**config.mk**
```make
export PLATFORM = sky130hd
export DESIGN_NAME = fazyrv_deser
export DESIGN_NICKNAME = d
export VERILOG_FILES = /design/src/rtl/fazyrv_deser.sv
export SDC_FILE = /design/constraint.sdc
export NUM_CORES = 1
export LEC_CHECK = 0
export ABC_CLOCK_PERIOD_IN_PS = 2200
export CAP_MARGIN = 20
export CORE_ASPECT_RATIO = 1.2
export CORE_MARGIN = 2
export CORE_UTILIZATION = 29
export DETAILED_ROUTE_END_ITERATION = 7
export GPL_ROUTABILITY_DRIVEN = 1
export SLEW_MARGIN = 0
export SYNTH_ARGS = -nofsm -noshare
export SYNTH_HDL_FRONTEND = slang
export SYNTH_SLANG_ARGS = --single-unit
```
**constraint.sdc**
```tcl
create_clock -name clk_i -period 2.2 [get_ports clk_i]
set_input_delay 0.44 -clock clk_i [delete_from_list [all_inputs] [get_ports clk_i]]
set_output_delay 0.44 -clock clk_i [all_outputs]
set_load 0.02 [all_outputs]
```
**src/rtl/fazyrv_deser.sv**
```systemverilog
// -----------------------------------------------------------------------------
// fazyrv_deser
// Chunk-to-word deserializer. Collects N = 32/BWIDTH chunks (least significant
// chunk first) into a 32-bit word and hands the word to a consumer with a
// valid/ready handshake. While a finished word waits for the consumer, the
// input side is stalled. When the consumer takes the word and a chunk is
// offered in the same cycle, that chunk already starts the next word, so there
// is no bubble between back-to-back words.
//
// Ports
//   clk_i      : clock, rising edge
//   rst_in     : synchronous reset, active low
//   clr_i      : drop the partial/held word (state and count only)
//   vld_i      : chunk on dat_i is valid
//   dat_i      : incoming chunk, BWIDTH bits
//   rdy_o      : chunk is taken when vld_i & rdy_o
//   wrd_vld_o  : assembled word available on wrd_o
//   wrd_o      : assembled word (meaningful only while wrd_vld_o = 1)
//   wrd_rdy_i  : consumer takes the word when wrd_vld_o & wrd_rdy_i
//   cnt_o      : chunks held in the current partial word
// -----------------------------------------------------------------------------
module fazyrv_deser #(
    parameter int BWIDTH = 1,
    localparam int N  = 32 / BWIDTH,
    localparam int CW = $clog2(N) + 1
) (
    input  logic              clk_i,
    input  logic              rst_in,
    input  logic              clr_i,
    input  logic              vld_i,
    input  logic [BWIDTH-1:0] dat_i,
    output logic              rdy_o,
    output logic              wrd_vld_o,
    output logic [31:0]       wrd_o,
    input  logic              wrd_rdy_i,
    output logic [CW-1:0]     cnt_o
);

    typedef enum logic {
        FILL = 1'b0,
        FULL = 1'b1
    } state_t;

    localparam logic [CW-1:0] CNT_LAST = CW'(N - 1);
    localparam logic [CW-1:0] CNT_ONE  = CW'(1);

    state_t          state_q;
    logic [31:0]     shreg_q;
    logic [31:0]     shreg_d;
    logic [CW-1:0]   cnt_q;
    logic            accept;

    // New chunks enter at the top, so after N shifts the first chunk sits in
    // the lowest BWIDTH bits.
    assign shreg_d = {dat_i, shreg_q[31:BWIDTH]};

    // In FULL the input side may only move when the held word leaves in the
    // same cycle; reset and clear always block acceptance.
    assign rdy_o  = rst_in & ~clr_i & ((state_q == FILL) | wrd_rdy_i);
    assign accept = vld_i & rdy_o;

    assign wrd_vld_o = (state_q == FULL);
    assign wrd_o     = shreg_q;
    assign cnt_o     = cnt_q;

    always_ff @(posedge clk_i) begin
        if (!rst_in) begin
            state_q <= FILL;
            cnt_q   <= '0;
            shreg_q <= '0;
        end else if (clr_i) begin
            // Abort: shift register contents are intentionally left alone.
            state_q <= FILL;
            cnt_q   <= '0;
        end else begin
            case (state_q)
                FILL: begin
                    if (accept) begin
                        shreg_q <= shreg_d;
                        if (cnt_q == CNT_LAST) begin
                            state_q <= FULL;
                            cnt_q   <= '0;
                        end else begin
                            cnt_q <= cnt_q + CNT_ONE;
                        end
                    end
                end
                FULL: begin
                    if (wrd_rdy_i) begin
                        state_q <= FILL;
                        if (vld_i) begin
                            // Word leaves and the next word's first chunk
                            // arrives in the same cycle.
                            shreg_q <= shreg_d;
                            cnt_q   <= CNT_ONE;
                        end else begin
                            cnt_q <= '0;
                        end
                    end
                end
                default: begin
                    state_q <= FILL;
                    cnt_q   <= '0;
                end
            endcase
        end
    end

endmodule
```
==> results.json <==
{
  "synth.avg_cell_area_um2": 8.79,
  "max_stage_delay_ns": 0.47,
  "synthesis.nets": 203,
  "core-area_um2": 5710,
  "clk-insertion-delay-late_ns": 0.29,
  "core.rowCount": 30,
  "layout_commonest_cell": "clkdlybuf4s50_1",
  "ys.flop_type": "dfxtp_1",
  "setup_viol": 0,
  "cts_sinks": 39,
  "grt_pass1_vias": 1428,
  "clk_path_buf_depth": 2,
  "synthDistinctLibCells": 31,
  "post-route-util": 0.414,
  "p_int_uw": 1110,
  "cts_hold_buffers": 0,
  "drt-vias-per-instance": 5.03,
  "yosysTopAreaCell": "dfxtp_1",
  "required_ns": 1.76,
  "cts_tree": "yes",
  "status": "finished, final reports clean",
  "cap_violations": 0,
  "p_total_uw": 1420,
  "routed_wl_mm": 4.08,
  "finalCriticalPeriod_ns": 1.95,
  "cts_setup_buffers": 0,
  "ir_drop_mv": 0.249,
  "worst_slew_pin_slew_ns": 0.345,
  "combPwrFrac": 0.066,
  "ys_warn_count": 0,
  "dr.pass1.iters": 4,
  "io_buffers": 45,
  "die_h_um": 88.4,
  "grt_overflow": 0,
  "grt_first_pass_wirelength_mm": 6.84,
  "synth_edf_count": 0,
  "crit_fanout": 3,
  "powerDensity_nw_per_um2": 603,
  "gp_congestion": 0.870,
  "endpoint_kind": "output pin",
  "arrival_ns": 1.51,
  "rsz0062_at_grt": "false",
  "pwr-share-clk": 0.436,
  "final_cell_area_um2": 2360,
  "htreeDepth": 2,
  "path_delay_family": "buffers and inverters",
  "path_clk_slew_ns": 0.08,
  "nets": 245,
  "slew_headroom": 0.770,
  "antenna_found_initial": 0,
  "track_usage": 0.132,
  "async_flop_share": 0,
  "hold_viol_final": 0,
  "swShare": 0.221,
  "synth_seq_cells": 39,
  "skew_ns": 0.00500,
  "mostFrequentLayoutCells": "clkdlybuf4s50_1, dfxtp_1, o21ai_0, nand3_1",
  "post-synth-top-area-fraction": 0.453,
  "pin_count": 46,
  "ys_top_cells_by_area": "dfxtp_1, o21ai_0, nand3_1",
  "slowest_stage": "clkdlybuf4s50_1",
  "seqPwrFrac": 0.499,
  "grt_max_degree": 35,
  "p_leak_uw": 0.000740,
  "cp-start-kind": "input pin",
  "hold_path.class": "reg2reg",
  "syn-instance-count": 196,
  "final-max-slew-violation-count": 0,
  "synthToLayoutAreaGrowth_pct": 37.0,
  "ant_nets": 0,
  "ys_seq_area_frac": 0.453,
  "initial_core_util": 0.302,
  "drive_gt1_frac": 0.0962,
  "wire_per_inst_um": 12.8,
  "p_switching_uw": 314,
  "vias": 1603,
  "drc_errors": 0,
  "die_area_um2": 6580,
  "tns_ns": 0,
  "drt_iter0_markers": 73,
  "syn_area_um2": 1720,
  "placed_area_um2": 2240,
  "crit_type": "in2out",
  "path_cells": "clkdlybuf4s50_1, nand2b_1, nor2_1, dlygate4sd2_1",
  "die_x_um": 74.4,
  "cts_root_buffer": "clkbuf_8",
  "antenna_cells": 0,
  "crit_buf_inv": 2,
  "dpl.hpwl_mm": 2.59,
  "max_freq_ghz": 0.512,
  "finalCritPeriodShare": 0.888,
  "cts_made_buffers": 5
}
[worst paths after layout]
check,startpoint,endpoint,slack [ns],cells past startpoint
worst max-delay path,clr_i,rdy_o,0.25,4
worst min-delay path,wrd_o[17]$_SDFFE_PN0P_,wrd_o[16]$_SDFFE_PN0P_,0.48,2
worst max register to register,wrd_vld_o$_SDFF_PP0_,wrd_o[10]$_SDFFE_PN0P_,0.74,5
worst min register to register,wrd_o[17]$_SDFFE_PN0P_,wrd_o[16]$_SDFFE_PN0P_,0.48,2
[per-stage QoR]
step	std cells	setup WS [ns]	hold slack (ns)
5_1_grt	319	0.177	0.494
4_1_cts	319	0.236	0.484
3_3_place_gp	311	-0.0360	0.464
6_report	319	0.246	0.479
3_5_place_dp	311	-0.0270	0.473
2_1_floorplan	196	0.706	0.551
[layer usage]
metal | global-route usage | share of wire
met2 | 0.203 | 0.46
met3 | 0.0319 | 0.041
met4 | 0.0438 | 0.013
met1 | 0.181 | 0.49
met5 | 0 | 0
[state kept, by name, summed over array words and instances (netlist names)]
| name | cells |
|---|---|
| cnt_o | 6 |
| wrd_o | 32 |
| wrd_vld_o | 1 |
[cell usage after synthesis (2+ instances only)]
| master | number |
|---|---|
| buf_2 | 6 |
| a21oi_1 | 4 |
| a21boi_1 | 16 |
| dfxtp_1 | 39 |
| nand3_1 | 33 |
| a21boi_0 | 16 |
| nand2b_1 | 4 |
| o21ai_0 | 35 |
| nor2b_1 | 3 |
| clkbuf_1 | 8 |
| buf_4 | 3 |
| o211ai_1 | 2 |
| a31oi_1 | 2 |
| nor2_1 | 2 |
| a41oi_1 | 2 |
| or4_1 | 2 |
| nand2_1 | 5 |
[tightest hold or removal path: cells and delay by family (launching register included)]
kind,cells,cell delay [ns]
flops,1,0.33
simple gates,1,0.06
compound gates,1,0.05
[kinds of logic (layout without fill, tap and decap cells)]
kind of cell               after synthesis  after routing  share of synthesized area
and+or+nand+nor                         53             53                      0.163
DFF                                     39             39                      0.453
buffers and inverters                   20             63                     0.0595
AOI/OAI and AO/OA                       80             80                      0.294
muxes                                    3              3                     0.0225
adders and majority gates                1              1                    0.00726
[timing repair]
| action | in CTS | in global routing |
|---|---|---|
| endpoints found under the setup margin | 1 | 0 |
| gates resized for setup | 1 | 0 |
| hold endpoints to repair | 0 | 0 |
[layout make-up]
cell class / instances / area [um^2]
Fill cell: 608 / 3340
Tap cell: 80 / 100
Sequential cell: 39 / 781
Inverter: 1 / 3.75
Timing Repair Buffer: 54 / 517
Clock buffer: 6 / 82.6
Multi-Input combinational cell: 137 / 842
Clock inverter: 2 / 35.0
[power groups by stage]
| stage | sequential [uW] | clock [uW] | combinational, uW |
|---|---|---|---|
| 2_1_floorplan | 728 | 0 | 59.2 |
| 3_3_place_gp | 726 | 0 | 95.2 |
| 3_5_place_dp | 726 | 0 | 95.4 |
| 4_1_cts | 710 | 633 | 95.0 |
| 5_1_grt | 710 | 663 | 103 |
| 6_report | 710 | 620 | 93.8 |
(Power assumes the default switching activity.)
